File: src/rtl/row_serializer_16x256.sv
// Row serializer for the 16:1 256-bit row allocator.
// Walks ADDRESS through rows 0..15, captures each selected row and streams it
// out as WORD_W-bit words over valid/ready, MSB word first, row 0 first.
module row_serializer_16x256 #(
  parameter int WORD_W = 16
) (
  input  logic              CLK,
  input  logic              RST_N,
  input  logic              START,
  input  logic              ABORT,
  input  logic [255:0]      ROW_IN,
  output logic [3:0]        ADDRESS,
  output logic [WORD_W-1:0] DATA_OUT,
  output logic              VALID,
  input  logic              READY,
  output logic              BUSY,
  output logic              FRAME_DONE
);

  localparam int WORDS = 256 / WORD_W;
  localparam logic [7:0] LAST_WORD = 8'(WORDS - 1);

  if (WORD_W != 1 && WORD_W != 2 && WORD_W != 4 && WORD_W != 8 &&
      WORD_W != 16 && WORD_W != 32 && WORD_W != 64 && WORD_W != 128 &&
      WORD_W != 256) begin : g_bad_word_w
    $error("row_serializer_16x256: WORD_W must be a power of two from 1 to 256");
  end

  typedef enum logic [1:0] {
    IDLE,
    LOAD,
    SHIFT,
    DONE
  } state_t;

  state_t       state;
  logic [255:0] shift_reg;
  logic [3:0]   row_cnt;
  logic [7:0]   word_cnt;
  logic         handshake;

  // The current word is always the top slice of the shift register, so it
  // holds steady until a handshake shifts the next word up.
  assign DATA_OUT  = shift_reg[255 -: WORD_W];
  assign handshake = VALID & READY;

  // Frame sequencer: row addressing, row capture, word shifting and status.
  always_ff @(posedge CLK or negedge RST_N) begin
    if (!RST_N) begin
      state      <= IDLE;
      ADDRESS    <= 4'd0;
      VALID      <= 1'b0;
      BUSY       <= 1'b0;
      FRAME_DONE <= 1'b0;
      shift_reg  <= '0;
      row_cnt    <= 4'd0;
      word_cnt   <= 8'd0;
    end else if (ABORT && state != IDLE) begin
      // Cancel wins over a same-cycle handshake: that word is not consumed.
      state      <= IDLE;
      VALID      <= 1'b0;
      BUSY       <= 1'b0;
      FRAME_DONE <= 1'b0;
    end else begin
      FRAME_DONE <= 1'b0;
      case (state)
        IDLE: begin
          if (START) begin
            state   <= LOAD;
            ADDRESS <= 4'd0;
            row_cnt <= 4'd0;
            BUSY    <= 1'b1;
          end
        end
        LOAD: begin
          // ADDRESS was registered a cycle earlier, so ROW_IN is settled here.
          shift_reg <= ROW_IN;
          word_cnt  <= 8'd0;
          VALID     <= 1'b1;
          state     <= SHIFT;
        end
        SHIFT: begin
          if (handshake) begin
            if (word_cnt == LAST_WORD) begin
              VALID <= 1'b0;
              if (row_cnt == 4'd15) begin
                state      <= DONE;
                FRAME_DONE <= 1'b1;
              end else begin
                ADDRESS <= ADDRESS + 4'd1;
                row_cnt <= row_cnt + 4'd1;
                state   <= LOAD;
              end
            end else begin
              shift_reg <= shift_reg << WORD_W;
              word_cnt  <= word_cnt + 8'd1;
            end
          end
        end
        DONE: begin
          // ADDRESS stays at 15 until the next frame request.
          state <= IDLE;
          BUSY  <= 1'b0;
        end
        default: begin
          state <= IDLE;
          VALID <= 1'b0;
          BUSY  <= 1'b0;
        end
      endcase
    end
  end

endmodule

File: config.mk
export PLATFORM = sky130hd
export DESIGN_NAME = row_serializer_16x256
export DESIGN_NICKNAME = d
export VERILOG_FILES = /design/src/rtl/row_serializer_16x256.sv
export SDC_FILE = /design/constraint.sdc
export NUM_CORES = 1
export LEC_CHECK = 0
export CAP_MARGIN = 10
export CORE_MARGIN = 4
export CORE_UTILIZATION = 50
export CTS_CLUSTER_DIAMETER = 150
export DETAILED_ROUTE_END_ITERATION = 6
export PLACE_DENSITY = 0.8
export SYNTH_ARGS = -nofsm -noshare
export SYNTH_HDL_FRONTEND = slang
export SYNTH_SLANG_ARGS = --single-unit
File: constraint.sdc
create_clock -name CLK -period 3.4 [get_ports CLK]
set_input_delay 0.68 -clock CLK [delete_from_list [all_inputs] [get_ports CLK]]
set_output_delay 0.68 -clock CLK [all_outputs]
set_load 0.03 [all_outputs]
==> results.txt <==
----------------------------------------------------
[Setup path]
  Critical Path End Type ... flip-flop
  Data arrival time at the worst-slack endpoint ... 3.01 ns
  Startpoint-to-endpoint class of the critical path ... reg2reg
  Worst stage delay on the critical path ... 0.50 ns
  Crit-path leading delay family ... simple AND/OR/NAND/NOR gates
  Req. time, crit path ... ~3.8 ns
  Cell with the biggest individual delay on the critical path ... sky130_fd_sc_hd__a2111oi_4
  Cells along the critical path ... ha_1 -> and3_1 -> a2111oi_4 -> or2_4 -> buf_4 -> a31oi_1
  Number of buffer and inverter instances along the worst setup path ... 1
  Maximum net fanout on the critical path ... 33
  Sort of element at the start of the critical path ... flip-flop

[Clock network]
  Cts-stage hold buffer count ... 0
  Post CTS Setup Buffer Count ... 0
  CTS root buffer ... sky130_fd_sc_hd__clkbuf_16
  Cts repair resizes ... 0
  CTS HTree Levels ... 1
  Later-pin clock latency in the skew report ... 0.54 ns
  Clock-pin transition on the worst setup and hold timing paths ... 0.06 ns
  Maximum clock path buffer count ... 3
  Clock Sink Count ... ~280
  Number of buffers created by CTS ... 28
  CTS tree ... done

[Yosys]
  Share of flip-flops with an asynchronous set or reset after synthesis ... 100%
  Number of warnings reported in the yosys synthesis log ... 0
  Synthesized netlist cell count ... ~1,500
  Main synth FF type ... sky130_fd_sc_hd__dfrtp_1
  EDFF count, synth ... 0
  Sequential area share after synthesis ... 53.2%
  Net count after synthesis ... 1,799
  Count of state elements after synthesis ... 277
  Average size of a mapped cell ... 8.48 um^2
  Distinct cell type count after synthesis ... 34
  Cell area after synthesis ... 0.0130 mm^2

[Job]
  Number of maximum-capacitance violations ... 0

[Global routing]
  Met3 layer usage reported by global route ... a little over 4%
  Most heavily used metal layer in global routing ... met2
  Largest net degree at the start of global routing ... roughly 270
  Via count of the first global-routing pass ... 11,800
  Met2 layer usage reported by global route ... 41.1%
  First-pass GRT wire length ... 60.7 mm
  Met1 usage ... 35.9%
  Antenna violations before repair ... 2
  Overall Global Routing Usage ... between 20% and 30%
  Overflow left after global routing ... 0

[Layout]
  Sequential cell area ... 0.00693 mm^2
  Area taken by multi-input logic gates ... ~0.0053 mm^2
  Finished Core Util ... approximately 67%
  Net total in the final layout ... ~2,000
  Share of post-route cells with drive strength above 1 ... about 4.5%
  Flip-flop count of the largest register after layout ... 256
  Filler cells ... 2,032
  Area delta synth->final ... 30.2%

[Timing]
  Final worst-path cycle share ... 77.0%
  Fmax ... 382 MHz
  Post-layout worst setup margin ... between 0.7 and 0.8 ns
  Slew headroom ... 28.4%
  Number of pins exceeding their max-slew limit in the final report ... 0
  Slew at the pin closest to its max-slew limit ... 1.07 ns
  Final setup violation count ... 0
  Hold violation count in the final report ... 0
  Summed negative setup slack over all endpoints ... 0 ns
  Final min period ... 2.62 ns
  Setup Skew ... 0.0103 ns
  RSZ-0062 raised after global routing ... no

[Outcome]
  Result of the run ... completed

[Routing]
  Remaining number of nets flagged by the antenna check after routing ... 0
  Routed len/inst ... between 15 and 20 um
  Number of design rule violations left after detail routing ... 0
  Pre-Repair DR Iteration Count ... 6
  Via density per instance ... 5.94
  Detailed router's first-iteration violation count ... 1,537
  Vias ... roughly 12,000
  Total wire length ... 38.4 mm

[Die]
  Chip width ... 169 um
  Core area ... 0.0254 mm^2
  Area enclosed by the die boundary ... approximately 0.029 mm^2
  Initial core utilization ... between 50% and 60%
  Die span in y ... 169 um
  I/O pins ... 284
  Cell Rows ... between 50 and 60

[Place]
  Dpl hpwl ... 24.6 mm
  Port Buffers ... about 280
  Place WS ... 0.429 ns
  Routability congestion estimate from global placement ... between 0.8 and 0.9

[Pwr]
  Pleak ... slightly below 7 nW
  Peak VDD IR ... 421 uV
  Power per unit of standard cell area ... between 600 and 700 mW/mm^2

[Min path]
  Worst Hold Class ... in2async

----------------------------------------------------
==> path summary, 6_finish.rpt <==
check                                             start                    endpoint  cells after the start  slack [ns]
worst max register to register  word_cnt[0]$_DFFE_PN0P_  shift_reg[147]$_DFFE_PN0P_                      6        0.78
min in group CLK                 row_cnt[0]$_DFFE_PN0P_      row_cnt[0]$_DFFE_PN0P_                      1        0.51
worst min-delay path                              RST_N  shift_reg[179]$_DFFE_PN0P_                      1        0.18
worst max-delay path            word_cnt[0]$_DFFE_PN0P_  shift_reg[147]$_DFFE_PN0P_                      6        0.78
max in group asynchronous                         RST_N  shift_reg[232]$_DFFE_PN0P_                      2        2.35
worst min register to register   row_cnt[0]$_DFFE_PN0P_      row_cnt[0]$_DFFE_PN0P_                      1        0.51
==> cell usage after synthesis, types with 8 or more instances <==
cell	n	area share (%)
sky130_fd_sc_hd__buf_1	8	0.23
sky130_fd_sc_hd__inv_1	19	0.55
sky130_fd_sc_hd__clkbuf_1	102	2.9
sky130_fd_sc_hd__nand3_1	8	0.31
sky130_fd_sc_hd__nor3_1	244	9.4
sky130_fd_sc_hd__buf_4	16	0.92
sky130_fd_sc_hd__a21oi_1	10	0.38
sky130_fd_sc_hd__buf_2	34	1.3
sky130_fd_sc_hd__mux2i_1	19	1.5
sky130_fd_sc_hd__a31oi_1	242	12
sky130_fd_sc_hd__dfrtp_1	277	53
sky130_fd_sc_hd__nand2_1	503	14
==> through the flow <==
stage          total power, mW  hold slack [ns]  area, um^2  std cells
6_report                  11.6            0.175       17000       2060
3_5_place_dp              8.19            0.500       15900       2007
5_1_grt                   12.2            0.216       17000       2060
2_1_floorplan             7.13            0.384       13000       1535
3_3_place_gp              8.05            0.498       15900       2007
4_1_cts                   11.6            0.198       17000       2059
==> report_power, final <==
part / switching, mW / total, mW / leakage [nW] / internal (mW)
Clock: 1.30 / 3.41 / 0.515 / 2.12
Combinational: 1.50 / 2.91 / 3.35 / 1.41
Sequential: 0.751 / 5.26 / 3.09 / 4.51
Total: 3.55 / 11.6 / 6.96 / 8.04
==> metal layers <==
layer | part of all wire (%) | vias to the layer above
met5 | 0.044 | -
met4 | 3.0 | 2
met3 | 8.2 | 84
met2 | 48 | 558
met1 | 41 | 5930
li1 | - | 5661
==> cell families (layout without fill, tap and decap cells) <==
family | after synthesis | count (layout) | synth area share (%)
adders and majority gates | 3 | 3 | 0.288
AOI/OAI and AO/OA | 276 | 276 | 13.6
buffers and inverters | 179 | 373 | 5.95
DFF | 277 | 277 | 53.2
other | 0 | 1 | 0
and+or+nand+nor | 779 | 779 | 25.4
muxes | 21 | 21 | 1.63
==> cells in the final DEF (no fill, tap or decap), types with 6 or more instances in the layout <==
cell	netlist	routed
sky130_fd_sc_hd__clkdlybuf4s50_1	0	282
sky130_fd_sc_hd__buf_12	0	13
sky130_fd_sc_hd__o21ai_0	7	7
sky130_fd_sc_hd__dfrtp_1	277	277
sky130_fd_sc_hd__a21oi_1	10	10
sky130_fd_sc_hd__nand3_1	8	8
sky130_fd_sc_hd__and3_1	7	7
sky130_fd_sc_hd__buf_4	16	6
sky130_fd_sc_hd__mux2i_1	19	19
sky130_fd_sc_hd__nor3_1	244	244
sky130_fd_sc_hd__inv_1	19	19
sky130_fd_sc_hd__clkbuf_16	0	29
sky130_fd_sc_hd__nand2_1	503	503
sky130_fd_sc_hd__clkbuf_8	0	12
sky130_fd_sc_hd__nor2_1	7	6
sky130_fd_sc_hd__a31oi_1	242	242
==> area by class of cell <==
| class | instances | area share, % |
|---|---|---|
| clock buffers | 43 | 5.30 |
| flip-flops and latches | 277 | 40.9 |
| repair buffers | 302 | 18.5 |
| well taps | 330 | 2.44 |
| inverters | 19 | 0.421 |
| multi-input cells | 1079 | 31.5 |
| clock inverters | 9 | 0.886 |
| diodes | 1 | 0.0148 |
No activity file was read; power rests on OpenSTA's default activity.
